$ cat src/rtl/logic_unit_pkg.sv
// Shared types for the logic unit: gate opcodes, burst FSM states and the fold-op mapping.
package logic_unit_pkg;

  localparam int OP_W = 3;

  typedef enum logic [OP_W-1:0] {
    OP_AND  = 3'd0,
    OP_OR   = 3'd1,
    OP_NOT  = 3'd2,
    OP_NAND = 3'd3,
    OP_NOR  = 3'd4,
    OP_XOR  = 3'd5,
    OP_XNOR = 3'd6,
    OP_PASS = 3'd7
  } op_e;

  typedef enum logic {
    IDLE  = 1'b0,
    ACCUM = 1'b1
  } state_e;

  // Unary ops have no meaningful fold; both collapse to taking the newest beat.
  function automatic op_e fold_op(input op_e op);
    return (op == OP_NOT || op == OP_PASS) ? OP_PASS : op;
  endfunction

endpackage

$ cat src/rtl/logic_unit_if.sv
// Operand/result handshake bundle for logic_unit_pipe; flag outputs exist only with LOGIC_UNIT_FLAGS_EN.
interface logic_unit_if
  import logic_unit_pkg::*;
#(
  parameter int WIDTH     = 8,
  parameter int MAX_BEATS = 16
);
  localparam int CNT_W = $clog2(MAX_BEATS + 1);

  logic             in_valid;
  logic             in_ready;
  logic [OP_W-1:0]  in_op;
  logic             in_acc;
  logic             in_last;
  logic [WIDTH-1:0] in_a;
  logic [WIDTH-1:0] in_b;
  logic             out_valid;
  logic             out_ready;
  logic [WIDTH-1:0] out_y;
  logic [CNT_W-1:0] out_count;
`ifdef LOGIC_UNIT_FLAGS_EN
  logic             out_zero;
  logic             out_parity;
`endif

  modport master (
    output in_valid, in_op, in_acc, in_last, in_a, in_b, out_ready,
`ifdef LOGIC_UNIT_FLAGS_EN
    input  out_zero, out_parity,
`endif
    input  in_ready, out_valid, out_y, out_count
  );

  modport slave (
    input  in_valid, in_op, in_acc, in_last, in_a, in_b, out_ready,
`ifdef LOGIC_UNIT_FLAGS_EN
    output out_zero, out_parity,
`endif
    output in_ready, out_valid, out_y, out_count
  );

endinterface

$ cat src/rtl/logic_op_core.sv
// Combinational gate function f(op, x, y) over WIDTH bits; PASS and NOT act on x only.
module logic_op_core
  import logic_unit_pkg::*;
#(
  parameter int WIDTH = 8
) (
  input  op_e              op,
  input  logic [WIDTH-1:0] x,
  input  logic [WIDTH-1:0] y,
  output logic [WIDTH-1:0] f
);

  always_comb begin
    f = x;
    case (op)
      OP_AND:  f = x & y;
      OP_OR:   f = x | y;
      OP_NOT:  f = ~x;
      OP_NAND: f = ~(x & y);
      OP_NOR:  f = ~(x | y);
      OP_XOR:  f = x ^ y;
      OP_XNOR: f = ~(x ^ y);
      OP_PASS: f = x;
      default: f = x;
    endcase
  end

endmodule

$ cat src/rtl/logic_unit_pipe.sv
// Registered bitwise logic unit with valid/ready handshake and burst fold mode.
// Define LOGIC_UNIT_FLAGS_EN to add registered out_zero/out_parity flags.
module logic_unit_pipe
  import logic_unit_pkg::*;
#(
  parameter int WIDTH     = 8,
  parameter int MAX_BEATS = 16
) (
  input logic         clk,
  input logic         rst_n,
  logic_unit_if.slave bus
);

  localparam int CNT_W = $clog2(MAX_BEATS + 1);
  localparam logic [CNT_W-1:0] CNT_MAX = CNT_W'(MAX_BEATS);
  localparam logic [CNT_W-1:0] CNT_ONE = CNT_W'(1);

  function automatic logic [CNT_W-1:0] sat_inc(input logic [CNT_W-1:0] c);
    return (c >= CNT_MAX) ? CNT_MAX : c + CNT_ONE;
  endfunction

  state_e           state;
  op_e              op_q;
  logic [WIDTH-1:0] acc;
  logic [CNT_W-1:0] cnt;

  logic             vld_p1;
  logic [WIDTH-1:0] y_p1;
  logic [CNT_W-1:0] count_p1;

  logic             in_ready;
  logic             accept;
  op_e              core_op;
  logic [WIDTH-1:0] core_y;
  logic [WIDTH-1:0] core_f;
  logic             produce;
  logic [WIDTH-1:0] y_nxt;
  logic [CNT_W-1:0] count_nxt;

  assign in_ready     = !vld_p1 || bus.out_ready;
  assign accept       = bus.in_valid && in_ready;
  assign bus.in_ready = in_ready;

  // All folded ops are commutative, so the accumulator rides on the y input
  // and in_a stays on x; PASS then naturally yields the newest beat.
  always_comb begin
    core_op = op_e'(bus.in_op);
    core_y  = bus.in_b;
    if (state == ACCUM) begin
      core_op = op_q;
      core_y  = acc;
    end
  end

  logic_op_core #(.WIDTH(WIDTH)) u_core (
    .op (core_op),
    .x  (bus.in_a),
    .y  (core_y),
    .f  (core_f)
  );

  always_comb begin
    produce   = 1'b0;
    y_nxt     = core_f;
    count_nxt = CNT_ONE;
    if (accept) begin
      if (state == ACCUM) begin
        produce   = bus.in_last;
        count_nxt = sat_inc(cnt);
      end else if (!bus.in_acc) begin
        produce = 1'b1;
      end else if (bus.in_last) begin
        produce = 1'b1;
        y_nxt   = bus.in_a;
      end
    end
  end

  always_ff @(posedge clk or negedge rst_n) begin
    if (!rst_n) begin
      state <= IDLE;
      op_q  <= OP_PASS;
      acc   <= '0;
      cnt   <= '0;
    end else if (accept) begin
      case (state)
        IDLE: begin
          if (bus.in_acc && !bus.in_last) begin
            acc   <= bus.in_a;
            op_q  <= fold_op(op_e'(bus.in_op));
            cnt   <= CNT_ONE;
            state <= ACCUM;
          end
        end
        ACCUM: begin
          if (bus.in_last) begin
            cnt   <= '0;
            state <= IDLE;
          end else begin
            acc <= core_f;
            cnt <= sat_inc(cnt);
          end
        end
        default: state <= IDLE;
      endcase
    end
  end

  // Output stage (p1): load on a new result, otherwise drop valid once consumed.
  always_ff @(posedge clk or negedge rst_n) begin
    if (!rst_n) begin
      vld_p1   <= 1'b0;
      y_p1     <= '0;
      count_p1 <= '0;
    end else if (produce) begin
      vld_p1   <= 1'b1;
      y_p1     <= y_nxt;
      count_p1 <= count_nxt;
    end else if (bus.out_ready) begin
      vld_p1   <= 1'b0;
    end
  end

  assign bus.out_valid = vld_p1;
  assign bus.out_y     = y_p1;
  assign bus.out_count = count_p1;

`ifdef LOGIC_UNIT_FLAGS_EN
  logic zero_p1;
  logic parity_p1;

  always_ff @(posedge clk or negedge rst_n) begin
    if (!rst_n) begin
      zero_p1   <= 1'b0;
      parity_p1 <= 1'b0;
    end else if (produce) begin
      zero_p1   <= (y_nxt == '0);
      parity_p1 <= ^y_nxt;
    end
  end

  assign bus.out_zero   = zero_p1;
  assign bus.out_parity = parity_p1;
`endif

endmodule

$ cat src/flat_wrapper.sv
// flat-port wrapper written by rule: the top's interface ports become plain ports
module logic_unit_pipe_flat import logic_unit_pkg::*;
#(
  parameter int WIDTH     = 8,
  parameter int MAX_BEATS = 16
)
  (clk, rst_n, bus_in_valid, bus_in_op, bus_in_acc, bus_in_last, bus_in_a, bus_in_b, bus_out_ready, bus_in_ready, bus_out_valid, bus_out_y, bus_out_count);
  logic_unit_if #(.WIDTH(WIDTH), .MAX_BEATS(MAX_BEATS)) bus_i ();
  input logic clk;
  input logic rst_n;
  input wire logic [$bits(bus_i.in_valid)-1:0] bus_in_valid;
  input wire logic [$bits(bus_i.in_op)-1:0] bus_in_op;
  input wire logic [$bits(bus_i.in_acc)-1:0] bus_in_acc;
  input wire logic [$bits(bus_i.in_last)-1:0] bus_in_last;
  input wire logic [$bits(bus_i.in_a)-1:0] bus_in_a;
  input wire logic [$bits(bus_i.in_b)-1:0] bus_in_b;
  input wire logic [$bits(bus_i.out_ready)-1:0] bus_out_ready;
  output wire logic [$bits(bus_i.in_ready)-1:0] bus_in_ready;
  output wire logic [$bits(bus_i.out_valid)-1:0] bus_out_valid;
  output wire logic [$bits(bus_i.out_y)-1:0] bus_out_y;
  output wire logic [$bits(bus_i.out_count)-1:0] bus_out_count;
  assign bus_i.in_valid = bus_in_valid;
  assign bus_i.in_op = bus_in_op;
  assign bus_i.in_acc = bus_in_acc;
  assign bus_i.in_last = bus_in_last;
  assign bus_i.in_a = bus_in_a;
  assign bus_i.in_b = bus_in_b;
  assign bus_i.out_ready = bus_out_ready;
  assign bus_in_ready = bus_i.in_ready;
  assign bus_out_valid = bus_i.out_valid;
  assign bus_out_y = bus_i.out_y;
  assign bus_out_count = bus_i.out_count;
  logic_unit_pipe #(.WIDTH(WIDTH), .MAX_BEATS(MAX_BEATS)) u_core (.clk(clk), .rst_n(rst_n), .bus(bus_i));
endmodule
$ cat config.mk
export PLATFORM = sky130hd
export DESIGN_NAME = logic_unit_pipe_flat
export DESIGN_NICKNAME = d
export VERILOG_FILES = /design/src/rtl/logic_unit_pkg.sv /design/src/rtl/logic_unit_if.sv /design/src/rtl/logic_op_core.sv /design/src/rtl/logic_unit_pipe.sv /design/src/flat_wrapper.sv
export SDC_FILE = /design/constraint.sdc
export NUM_CORES = 1
export LEC_CHECK = 0
export ABC_CLOCK_PERIOD_IN_PS = 3240
export CORE_AREA = 2 2 82 84
export DETAILED_ROUTE_END_ITERATION = 10
export DIE_AREA = 0 0 84 86
export GPL_TIMING_DRIVEN = 0
export PLACE_DENSITY = 0.62
export RECOVER_POWER = 25
export SETUP_SLACK_MARGIN = 0.3
export SYNTH_ARGS = -nofsm -noshare
export SYNTH_HDL_FRONTEND = slang
export SYNTH_SLANG_ARGS = --single-unit
$ cat constraint.sdc
create_clock -name clk -period 3.24 [get_ports clk]
set_clock_uncertainty 0.1 [all_clocks]
set_input_delay 0.648 -clock clk [delete_from_list [all_inputs] [get_ports clk]]
set_output_delay 0.648 -clock clk [all_outputs]
set_load 0.02 [all_outputs]
# ---- Yosys cells after proc, flatten, opt, wreduce, memory -nomap -nowiden
# Cells that the tools add are included.
dict set report classes {
  addsub 1
  n_lt_le_gt_ge 1
  eq_ne 11
  mux 26
  n_bitwise 8
  n_reduce_logical 11
}
# cell n
set ops {}
lappend ops {{$pmux 8 s8} 1}
lappend ops {{$mux 8} 7}
lappend ops {{$not 8->8} 4}
lappend ops {{$mux 5} 5}
lappend ops {{$pmux 8 s2} 1}
lappend ops {{$eq 3x3->1 const B} 5}
lappend ops {{$pmux 5 s2} 1}
lappend ops {{$eq 3x2->1 const B} 3}
lappend ops {{$and 8x8->8} 1}
lappend ops {{$mux 1} 8}
lappend ops {{$or 8x8->8} 1}
lappend ops {{$xor 8x8->8} 1}
lappend ops {{$mux 3} 2}
lappend ops {{$reduce_and 3->1} 2}
lappend ops {{$add 5x1->5 const B} 1}
lappend ops {{$ge 5x5->1 const B} 1}
lappend ops {{$eq 3x1->1 const B} 1}
lappend ops {{$logic_not 3->1} 1}
lappend ops {{$logic_and 1x1->1} 2}
lappend ops {{$logic_not 1->1} 2}
lappend ops {{$logic_or 1x1->1} 2}
lappend ops {{$ne 2x1->1 const B} 1}
lappend ops {{$ne 2x2->1 const B} 1}
lappend ops {{$pmux 1 s2} 1}
lappend ops {{3 further kinds} 3}
dict set report totals {
  register_bits 31
  in_bits 25
  output_inout_bits 15
  wordCells 65
}

# ---- Longest topological paths before layout
# Gate-level depths: netlist of run 1.
dict set report depth {
  ltp_word 8
  depth_mapped 12
  mapped_depth_nobuf 7
}

# ---- Modules after synthesis
# From an unflattened synthesis of run 1, not the netlist that was laid out.
dict set report hier_totals {
  hier_cells 269
  hier_area_um2 2711.4
}
# module n_inst cells_per_inst area_per_inst_um2 seq_area_each_um2
set modules_own_cells {}
lappend modules_own_cells {logic_unit_pipe 1 160 1800.5 779.5}
lappend modules_own_cells {logic_op_core 1 109 910.9 0.0}

# ---- Worst setup path before layout of run 1
# Ideal clock, no wire load.
dict set report synth_timing {
  path_kind {reg-to-reg}
  from {register u_core.state}
  to {register u_core.y_p1[5], in the netlist u_core.bus.out_y[5]}
  setup_ps 104
  arrival_time_ps 2587
  required_time_ps 3036
  path_slack_ps 450
  stages_incl_launch_ff 12
  path_buffers 5
  period_less_slack_ps 2790
  path_cell_list {dfrtp_1 -> buf_6 -> buf_6 -> buf_2 -> buf_2 -> buf_2 -> mux2i_1 -> ha_1 -> mux4_2 -> o21ai_0 -> o221a_1 -> a221oi_1}
}
dict set report synth_via {
  elab_chain_len 8
  word_cells_on_any_way 23
  cone_classes {eq/ne (7); mux (9); bitwise (6); reduce/logical (1)}
}
# item line
set synth_rtl {}
lappend synth_rtl {{start: declaration} logic_unit_pipe.sv:22} ;# state_e state;
lappend synth_rtl {{start signal: assignment} logic_unit_pipe.sv:81} ;# state <= IDLE;
lappend synth_rtl {{start signal: assignment} logic_unit_pipe.sv:92} ;# state <= ACCUM;
lappend synth_rtl {{start signal: assignment} logic_unit_pipe.sv:98} ;# state <= IDLE;
lappend synth_rtl {{$mux 8} logic_unit_pipe.sv:49} ;# if (state == ACCUM) begin
lappend synth_rtl {{$xor 8x8->8, or another cell as far along} {logic_op_core.sv:21, logic_op_core.sv:22}}
lappend synth_rtl {{$not 8->8 (on tied branches)} {logic_op_core.sv:22, logic_op_core.sv:19, logic_op_core.sv:20}}
lappend synth_rtl {{$pmux 8 s8} logic_op_core.sv:15} ;# case (op)
lappend synth_rtl {{$mux 8} logic_unit_pipe.sv:72} ;# end else if (bus.in_last) begin
lappend synth_rtl {{$mux 8} logic_unit_pipe.sv:70} ;# end else if (!bus.in_acc) begin
lappend synth_rtl {{$mux 8} logic_unit_pipe.sv:67} ;# if (state == ACCUM) begin
lappend synth_rtl {{$mux 8} logic_unit_pipe.sv:66} ;# if (accept) begin
lappend synth_rtl {{end signal: assignment} logic_unit_pipe.sv:117} ;# y_p1 <= y_nxt;
lappend synth_rtl {{end: declaration} logic_unit_pipe.sv:28} ;# logic [WIDTH-1:0] y_p1;
# Parallel ways exist; a longest one is shown, timed or not.
# A chain may end at the register's enable or synchronous reset.

# ---- Final worst setup path of run 1
dict set report layout_timing {
  from {register u_core.state}
  to {register u_core.acc[2]}
}
dict set report layout_via {
  elab_chain_len 6
  word_cells_on_any_way 23
  cone_classes {eq/ne (9); mux (5); bitwise (7); reduce/logical (2)}
}
# item line
set layout_rtl {}
lappend layout_rtl {{$mux 8} logic_unit_pipe.sv:49}
lappend layout_rtl {{$xor 8x8->8, or another cell as far along} {logic_op_core.sv:21, logic_op_core.sv:22}}
lappend layout_rtl {{$not 8->8 (on tied branches)} {logic_op_core.sv:22, logic_op_core.sv:19, logic_op_core.sv:20}}
lappend layout_rtl {{$pmux 8 s8} logic_op_core.sv:15}
lappend layout_rtl {{$mux 8} logic_unit_pipe.sv:96} ;# if (bus.in_last) begin
lappend layout_rtl {{$pmux 8 s2} logic_unit_pipe.sv:86} ;# case (state)
lappend layout_rtl {{end signal: assignment} logic_unit_pipe.sv:89} ;# acc <= bus.in_a;
lappend layout_rtl {{end signal: assignment} logic_unit_pipe.sv:100} ;# acc <= core_f;
lappend layout_rtl {{end: declaration} logic_unit_pipe.sv:24} ;# logic [WIDTH-1:0] acc;
# Parallel ways exist; a longest one is shown, timed or not. The select of a mux whose other input is x is not followed.

==> flow_summary.json, run 1 <==
{
  "max_slew_margin_pct": -13.9,
  "synth-simple-area-share_pct": 16.2,
  "reg2reg_depth": 12,
  "post-route-util_pct": 52.6,
  "crit_family": "buffers and inverters",
  "post-place-ws_ns": -0.179,
  "syn2layout_area_growth_pct": 29.3,
  "cts_max_level": 2,
  "crit_arrival_ns": 2.89,
  "crit_chain": "buf_6 > buf_8 > buf_8 > buf_12 > buf_12 > mux2i_4 > ha_4 > mux2_2 > o2111ai_1 > o41ai_2 > nor3_2 > o311ai_1",
  "numCtsBuffers": 5,
  "totalWireLength_um": 7880,
  "maxCapViolations": 1,
  "ys_dominant_reg_cell": "dfrtp_1",
  "ys_types": 53,
  "grt_first_pass_wirelength_um": 12600,
  "synth_fa_ha_area_share_pct": 8.81,
  "rsz0062_at_grt": "yes",
  "first_global_vias": 2454,
  "worstPathRequired_ns": 3.28,
  "synth_area_leaders": "dfrtp_1 27%, ha_1 8.8%, mux2i_1 4.7%, inv_1 4.6%, nand2_1 4.3%",
  "drt_pass1_iterations": 5,
  "antenna_found_initial": 0,
  "crit_buf_inv": 5,
  "diodes": 0,
  "syn_avg_cell_area_um2": 8.52,
  "clock_latency_ns": 0.28,
  "slowest_stage": "dfrtp_1",
  "dpl_cell_area_mm2": 0.00303,
  "synth_area_mm2": 0.00255,
  "cp-end-kind": "flop",
  "worstHoldPathType": "reg -> reg",
  "dr.first_iter.drc_count": 188,
  "post_cts_buffers": 0,
  "cts-root-buf": "clkbuf_8",
  "status": "finished with violations",
  "synthTopCellsByCount": "31 x inv_1, 29 x nand2_1, 28 x dfrtp_1",
  "coreArea_mm2": 0.00628,
  "synth-edff-count": 0,
  "peakVddDrop_mv": 0.268,
  "io_pins": 40,
  "num_rows": 29,
  "synth.net_count": 343,
  "vias": 2517,
  "postSynth.asyncResetShare_pct": 100,
  "cts_max_path_buffers": 2,
  "slowest_delay_ns": 0.38,
  "ant_nets": 0,
  "grt_overflow": 0,
  "yosysTopAreaCell": "dfrtp_1",
  "fmax_mhz": 351,
  "cp_max_fo": 11,
  "clk_pin_slew_ns": 0.07,
  "fin_nets": 389,
  "criticalPathCategory": "reg -> reg",
  "gp_congestion": 0.853,
  "cts_tree": "yes",
  "ys_warn_count": 0,
  "via_per_inst": 5.95,
  "maxSlewViolCount": 32,
  "drc": 0,
  "setup_violations": 0,
  "holdPathStages": 2,
  "route.detailed.wl_per_inst_um": 18.6,
  "start_util_pct": 40.7,
  "design_area_mm2": 0.00330,
  "grt_max_degree": 32,
  "powerDensity_mw_per_mm2": 543,
  "cts_hold_buf": 0,
  "synthCells": 300,
  "synth-compound-area-share_pct": 25.7,
  "cts_num_sinks": 31,
  "start_kind": "flop",
  "synth.most_common_cell": "inv_1",
  "worst_slack_ns": 0.393,
  "leakage_nw": 1.39,
  "violations": "capacitance limit, slew limit",
  "final_cells": 423,
  "synth_top_area_share_pct": 27.4,
  "die_w_um": 84,
  "place_hpwl_um": 5380,
  "synth_top_family_by_area": "compound AO/OA/AOI/OAI gates",
  "dieHeight_um": 86,
  "critical_path_depth": 12,
  "drive_above_1_share_pct": 13.9,
  "finalCritPeriodShare_pct": 87.9,
  "max_slew.worst_pin.slew_ns": 1.71,
  "finalHoldViolCount": 0,
  "synth-seq-cells": 31,
  "ys_seq_area_share_pct": 30.5,
  "holdWs_ns": 0.384,
  "dp_cells": 415,
  "io_buffers": 38,
  "period_needed_ns": 2.85,
  "synth_xor_area_share_pct": 0.686,
  "grt_usage_pct": 22.3,
  "synthMuxAreaShare_pct": 9.70,
  "die_area_mm2": 0.00722
}
## worst min-delay path: stages (launching register included)
cell	delay (ns)
dfrtp_1	0.34
nand2_1	0.04
o21ai_0	0.06
## cell type report
| type | count | area, um2 |
|---|---|---|
| well taps | 77 | 96.3 |
| plain buffers | 17 | 141 |
| flip-flops and latches | 31 | 779 |
| clock buffers | 6 | 82.6 |
| inverters | 31 | 116 |
| fillers | 617 | 2970 |
| multi-input cells | 221 | 1680 |
| clock inverters | 1 | 5.00 |
| repair buffers | 39 | 399 |
## final timing paths
check | end | slack [ns] | start
min in group asynchronous | u_core.bus.out_y[2]$_DFFE_PN0P_ | 0.70 | rst_n
min reg2reg | u_core.bus.out_count[1]$_DFFE_PN0P_ | 0.38 | u_core.bus.out_count[1]$_DFFE_PN0P_
max | u_core.acc[2]$_DFFE_PN0P_ | 0.39 | u_core.state$_DFFE_PN0P_
max reg2reg | u_core.acc[2]$_DFFE_PN0P_ | 0.39 | u_core.state$_DFFE_PN0P_
max in group asynchronous | u_core.bus.out_y[3]$_DFFE_PN0P_ | 1.35 | rst_n
min | u_core.bus.out_count[1]$_DFFE_PN0P_ | 0.38 | u_core.bus.out_count[1]$_DFFE_PN0P_
## power by group
part | internal, W | total, W | switching, W | leakage [nW]
Clock | 0.000167 | 0.000320 | 0.000153 | 0.0470
Sequential | 0.000494 | 0.000583 | 0.0000894 | 0.382
Combinational | 0.000408 | 0.000890 | 0.000482 | 0.957
## registers in the layout, summed over array words and instances, names as in the netlist
register              flops
u_core.op_q               3
u_core.cnt                5
u_core.bus.out_count      5
u_core.state              1
u_core.bus.out_y          8
u_core.acc                8
u_core.bus.out_valid      1
## layout by cell type (no fill, tap or decap), types with 2 or more instances in the layout
cell type	instances
a211o_1	2
a211oi_1	6
a21oi_1	20
a221oi_1	4
a221oi_2	3
a22o_1	2
a31oi_1	12
a32o_1	2
buf_12	2
buf_2	2
buf_4	3
buf_8	2
clkbuf_1	7
clkbuf_8	6
clkdlybuf4s50_1	37
dfrtp_1	28
dfstp_2	3
ha_1	16
ha_4	2
inv_1	31
mux2_2	4
mux2i_1	7
mux2i_4	7
nand2_1	29
nand2b_1	3
nand3_1	3
nor2_1	20
nor2b_1	4
nor3_1	8
nor3_2	2
o2111ai_1	3
o211ai_1	4
o21ai_0	15
o22ai_1	5
o311ai_1	5
or3_1	10
## logic make-up (layout without fill, tap and decap cells)
group / count (synthesis) / count (layout)
mux: 20 / 20
flops: 31 / 31
fa+ha+maj: 18 / 18
buf+inv: 48 / 94
compound gates: 95 / 95
simple gates: 86 / 86
xor+xnor: 2 / 2
## metrics by stage
step | TNS [ns] | power [W]
2_1_floorplan | 0 | 0.00110
3_3_place_gp | -0.364 | 0.00136
3_5_place_dp | -0.464 | 0.00137
4_1_cts | 0 | 0.00172
5_1_grt | 0 | 0.00192
6_report | 0 | 0.00179
## per-layer routing
| metal | vias up | track usage, % | wire length [um] |
|---|---|---|---|
| li1 | 1200 | - | - |
| met5 | - | 0 | 0 |
| met2 | 111 | 36.7 | 3630 |
| met1 | 1193 | 30.0 | 3650 |
| met4 | 0 | 8.65 | 120 |
| met3 | 13 | 2.89 | 480 |
## what timing repair did
item,4_1_cts,5_1_grt
resized for setup,11,19
pin swaps,2,5
endpoints found under the setup margin,14,12
gates cloned,0,1
(Power assumes the default switching activity.)
==> run 2, diff against run 1 <==
MAX_ROUTING_LAYER = met4   (was not set)
==> run 2 against run 1 <==
Effect of this change:
- the flow still finishes with violations (capacitance limit, slew limit)
- highest routed layer unchanged
- via count up 0.40%
- maximum frequency down 0.34%
- utilization increased by 0.20 points
- clock power is essentially flat
- worst setup slack worse by 0.0099 ns
- sequential share of layout area down 0.089 points
- largest power group unchanged
==> flow_summary.json, run 2 (synthesis results as in run 1) <==
{
  "diodes": 0,
  "dr.first_iter.drc_count": 209,
  "cp_max_fo": 10,
  "start_kind": "primary input",
  "period_needed_ns": 2.86,
  "reg2reg_slack_ns": 0.40,
  "holdPathStages": 2,
  "clk_pin_slew_ns": 0.06,
  "grt_overflow": 0,
  "finalHoldViolCount": 0,
  "peakVddDrop_mv": 0.267,
  "dieHeight_um": 86,
  "first_global_vias": 2452,
  "r2r-start": "u_core.state$_DFFE_PN0P_",
  "worst_slack_ns": 0.384,
  "worstPathRequired_ns": 3.25,
  "slowest_delay_ns": 0.74,
  "crit_arrival_ns": 2.87,
  "violations": "capacitance limit, slew limit",
  "num_rows": 29,
  "max_slew.worst_pin.slew_ns": 1.73,
  "finalCritPeriodShare_pct": 88.2,
  "worstHoldPathType": "reg -> reg",
  "gp_congestion": 0.866,
  "maxSlewViolCount": 32,
  "antenna_found_initial": 0,
  "seq_power_share_pct": 32.5,
  "hold_end": "u_core.bus.out_count[1]$_DFFE_PN0P_",
  "syn2layout_area_growth_pct": 29.8,
  "layout_commonest_cell": "clkdlybuf4s50_1",
  "fmax_mhz": 350,
  "coreArea_mm2": 0.00628,
  "cp-end-kind": "flop",
  "mostFrequentLayoutCells": "37 x clkdlybuf4s50_1, 31 x inv_1, 29 x nand2_1",
  "vias": 2527,
  "crit_buf_inv": 2,
  "p_int_w": 0.00107,
  "start_util_pct": 40.7,
  "crit_family": "simple AND/OR/NAND/NOR gates",
  "cts_max_path_buffers": 2,
  "leakage_nw": 1.39,
  "io_pins": 40,
  "grt_first_pass_wirelength_um": 12600,
  "max_slew_margin_pct": -15.1,
  "comb_power_share_pct": 49.9,
  "p_clk_share_pct": 17.6,
  "p_sw_share_pct": 40.3,
  "ant_nets": 0,
  "drc": 0,
  "post-route-util_pct": 52.8,
  "numCtsBuffers": 5,
  "powerDensity_mw_per_mm2": 542,
  "fin_nets": 389,
  "final_cells": 423,
  "setup_violations": 0,
  "post-place-ws_ns": -0.179,
  "clock_latency_ns": 0.28,
  "cts_hold_buf": 0,
  "fill_cells": 615,
  "cts_tree": "yes",
  "die_w_um": 84,
  "reg2reg_depth": 12,
  "drive_above_1_share_pct": 14.5,
  "route.detailed.wl_per_inst_um": 18.6,
  "finalSetupTns_ns": 0,
  "drt_pass1_iterations": 5,
  "p_sw_w": 0.000725,
  "cts_num_sinks": 31,
  "dp_cells": 415,
  "criticalPathCategory": "in -> reg",
  "timing.rr.end": "u_core.acc[2]$_DFFE_PN0P_",
  "io_buffers": 38,
  "cts_max_level": 2,
  "totalWireLength_um": 7880,
  "rsz0062_at_grt": "yes",
  "place_hpwl_um": 5380,
  "die_area_mm2": 0.00722,
  "min-delay-start": "u_core.bus.out_count[1]$_DFFE_PN0P_",
  "slowest_stage": "nor4_2",
  "grt_usage_pct": 23.0,
  "power_w": 0.00180,
  "via_per_inst": 5.97,
  "grt_max_degree": 32,
  "post_cts_buffers": 0,
  "cts-root-buf": "clkbuf_8",
  "maxCapViolations": 1,
  "status": "finished with violations",
  "crit_chain": "clkdlybuf4s50_1 > clkbuf_1 > nor4_1 > nor2_1 > nor4_2 > a221oi_1"
}
-- run 2: cell count changes in the layout (fill, tap and decap cells not counted) --
cell | previous run | this run
buf_6 | 1 | 2
buf_8 | 2 | 1
ha_1 | 16 | 15
ha_4 | 2 | 3
mux2i_1 | 7 | 6
mux2i_2 | 0 | 1
-- run 2: repair_timing --
action,4_1_cts,5_1_grt
pin swaps,2,5
endpoints found under the setup margin,14,12
gates resized for setup,11,20
gates cloned,0,1
-- run 2: routing by layer --
metal / vias to the layer above / share of wire (%) / global-route usage, %
met4: 0 / 1.3 / 8.65
li1: 1200 / - / -
met3: 12 / 5.4 / 2.79
met1: 1213 / 47 / 30.1
met2: 102 / 46 / 36.5
met5: - / 0 / -
-- run 2: through the flow --
step	instance area [um2]	hold WS, ns
floorplan	2550	0.252
finish	3320	0.383
global placement	3030	0.367
global route	3320	0.412
CTS	3160	0.340
detailed placement	3030	0.375
-- run 2: power groups by stage --
stage	Sequential, W	Combinational (W)	Clock [W]
final	0.000583	0.000897	0.000317
after global routing	0.000598	0.000975	0.000347
after CTS	0.000572	0.000817	0.000328
after detailed placement	0.000577	0.000794	0
after global placement	0.000577	0.000783	0
after floorplan	0.000607	0.000492	0
-- run 2: worst min-delay path, cell delays in order (launching register included) --
cell and delay, ns:
dfrtp_1 0.34, nand2_1 0.04, o21ai_0 0.06
-- run 2: worst max-delay path by stage --
stage | startpoint | end | cells after the start
after global placement | u_core.state$_DFFE_PN0P_ | u_core.bus.out_y[2]$_DFFE_PN0P_ | 12
final | bus_in_op[1] | u_core.bus.out_y[3]$_DFFE_PN0P_ | 6
after CTS | u_core.state$_DFFE_PN0P_ | u_core.bus.out_y[5]$_DFFE_PN0P_ | 11
after floorplan | u_core.state$_DFFE_PN0P_ | u_core.bus.out_y[5]$_DFFE_PN0P_ | 11
after global routing | bus_in_op[1] | u_core.bus.out_y[1]$_DFFE_PN0P_ | 6
after detailed placement | u_core.state$_DFFE_PN0P_ | u_core.bus.out_y[2]$_DFFE_PN0P_ | 12
-- run 2: final cells by class --
type,count,area (um2),area share [%]
flip-flops and latches,31,779,23.5
well taps,77,96.3,2.90
plain buffers,17,138,4.15
inverters,31,116,3.51
repair buffers,39,399,12.0
multi-input cells,221,1700,51.3
clock inverters,1,5.00,0.151
clock buffers,6,82.6,2.49
==> run 3, diff against run 2 <==
SLEW_MARGIN = 40   (was not set)
==> run 3 against run 2 <==
Effect of this change:
- the run now ends clean
- clock power is 2% higher
- hold slack worse by 0.086 ns
- power is 0.69% lower
- maximum frequency is 1.5% lower
- largest power group unchanged
==> flow_summary.json, run 3 (synthesis results as in run 1) <==
{
  "cts_tree": "yes",
  "max_slew_margin_pct": 31.5,
  "finalHoldViolCount": 0,
  "seq_power_share_pct": 32.6,
  "clk_pin_slew_ns": 0.07,
  "io_pins": 40,
  "fin_nets": 392,
  "r2r-start": "u_core.state$_DFFE_PN0P_",
  "maxSlewViolCount": 0,
  "grt_max_degree": 19,
  "num_rows": 29,
  "post-place-ws_ns": -0.162,
  "dieHeight_um": 86,
  "antenna_found_initial": 0,
  "crit_top_cell": "buf_6",
  "setup_violations": 0,
  "powerDensity_mw_per_mm2": 543,
  "slowest_stage": "dfrtp_1",
  "cp-end-kind": "flop",
  "cts_max_level": 2,
  "worst_slack_ns": 0.340,
  "p_sw_w": 0.000721,
  "crit_start": "u_core.state$_DFFE_PN0P_",
  "syn2layout_area_growth_pct": 28.6,
  "p_int_w": 0.00106,
  "post-route-util_pct": 52.4,
  "gp_congestion": 0.866,
  "drt_pass1_iterations": 5,
  "comb_power_share_pct": 49.3,
  "cp_max_fo": 11,
  "drive_above_1_share_pct": 13.5,
  "cts_hold_buf": 0,
  "die_w_um": 84,
  "finalCritPeriodShare_pct": 89.5,
  "cts-root-buf": "clkbuf_8",
  "drc": 0,
  "criticalPathCategory": "reg -> reg",
  "cts_max_path_buffers": 2,
  "place_hpwl_um": 5490,
  "cts_num_sinks": 31,
  "diodes": 0,
  "first_global_vias": 2461,
  "status": "finished clean",
  "max_slew.worst_pin.slew_ns": 1.03,
  "power_w": 0.00178,
  "period_needed_ns": 2.90,
  "vias": 2552,
  "slowest_delay_ns": 0.38,
  "leakage_nw": 1.39,
  "grt_first_pass_wirelength_um": 12800,
  "mostFrequentLayoutCells": "37 x clkdlybuf4s50_1, 31 x inv_1, 29 x nand2_1",
  "route.detailed.wl_per_inst_um": 18.8,
  "worstHoldPathType": "in -> async",
  "p_clk_share_pct": 18.1,
  "start_kind": "flop",
  "peakVddDrop_mv": 0.265,
  "fmax_mhz": 345,
  "crit_arrival_ns": 2.93,
  "die_area_mm2": 0.00722,
  "dr.first_iter.drc_count": 207,
  "rsz0062_at_grt": "yes",
  "worstPathRequired_ns": 3.27,
  "totalWireLength_um": 8010,
  "io_buffers": 38,
  "p_sw_share_pct": 40.4,
  "start_util_pct": 40.7,
  "crit_chain": "buf_6 > buf_6 > buf_6 > buf_12 > buf_12 > mux2i_4 > ha_4 > mux2_2 > o2111ai_1 > o41ai_1 > nor3_1 > a221oi_1",
  "layout_commonest_cell": "clkdlybuf4s50_1",
  "maxCapViolations": 0,
  "ant_nets": 0,
  "grt_usage_pct": 23.4,
  "clock_latency_ns": 0.29,
  "numCtsBuffers": 5,
  "coreArea_mm2": 0.00628,
  "via_per_inst": 5.99,
  "grt_overflow": 0
}
-- run 3: timing repair --
action,CTS,global route
gates cloned,0,1
gates resized for setup,9,13
setup endpoints to repair,14,12
pin swaps,2,4
setup buffers,1,1
-- run 3: layer usage --
layer | part of all wire (%) | wire (um) | global-route usage, %
met5 | 0 | 0 | -
met1 | 44 | 3560 | 30.7
met2 | 47 | 3800 | 37.2
met3 | 7.1 | 570 | 3.95
met4 | 0.96 | 77 | 7.04
-- run 3: cell type report --
class	count	area [um2]
fill	620	2990
multi-input combinational	221	1660
sequential	31	779
timing repair buffer	42	418
buffer	17	134
inverter	31	116
tap	77	96.3
clock buffer	6	82.6
clock inverter	1	5.00
-- run 3: path summary, 6_finish.rpt --
path | slack [ns] | cells after the start | endpoint
hold / removal | 0.30 | 1 | u_core.bus.out_valid$_DFFE_PN0P_
setup / recovery | 0.34 | 12 | u_core.bus.out_y[2]$_DFFE_PN0P_
hold reg to reg | 0.38 | 2 | u_core.bus.out_count[1]$_DFFE_PN0P_
min in group clk | 0.38 | 2 | u_core.bus.out_count[1]$_DFFE_PN0P_
setup reg to reg | 0.34 | 12 | u_core.bus.out_y[2]$_DFFE_PN0P_
max in group asynchronous | 1.35 | 2 | u_core.bus.out_y[3]$_DFFE_PN0P_
-- run 3: worst max-delay path, delay by kind of cell, from the launching register on --
family,cells,cell delay (ns)
and+or+nand+nor,1,0.33
muxes,2,0.51
adders and majority gates,1,0.29
AOI/OAI and AO/OA,3,0.37
DFF,1,0.38
buffers and inverters,5,0.75
-- run 3: stage by stage --
| stage | area [um2] | setup TNS [ns] | instances | hold slack [ns] |
|---|---|---|---|---|
| 3_5_place_dp | 3060 | -0.500 | 416 | 0.371 |
| 5_1_grt | 3290 | 0 | 426 | 0.382 |
| 6_report | 3290 | 0 | 426 | 0.297 |
| 4_1_cts | 3180 | 0 | 424 | 0.178 |
| 2_1_floorplan | 2550 | 0 | 300 | 0.252 |
| 3_3_place_gp | 3030 | -0.364 | 415 | 0.367 |
-- run 3: power groups by stage --
stage	combinational (W)	sequential (W)	clock (W)
after detailed placement	0.000798	0.000578	0
after floorplan	0.000492	0.000607	0
after CTS	0.000821	0.000572	0.000327
after global routing	0.000958	0.000596	0.000343
final	0.000880	0.000581	0.000323
after global placement	0.000783	0.000577	0
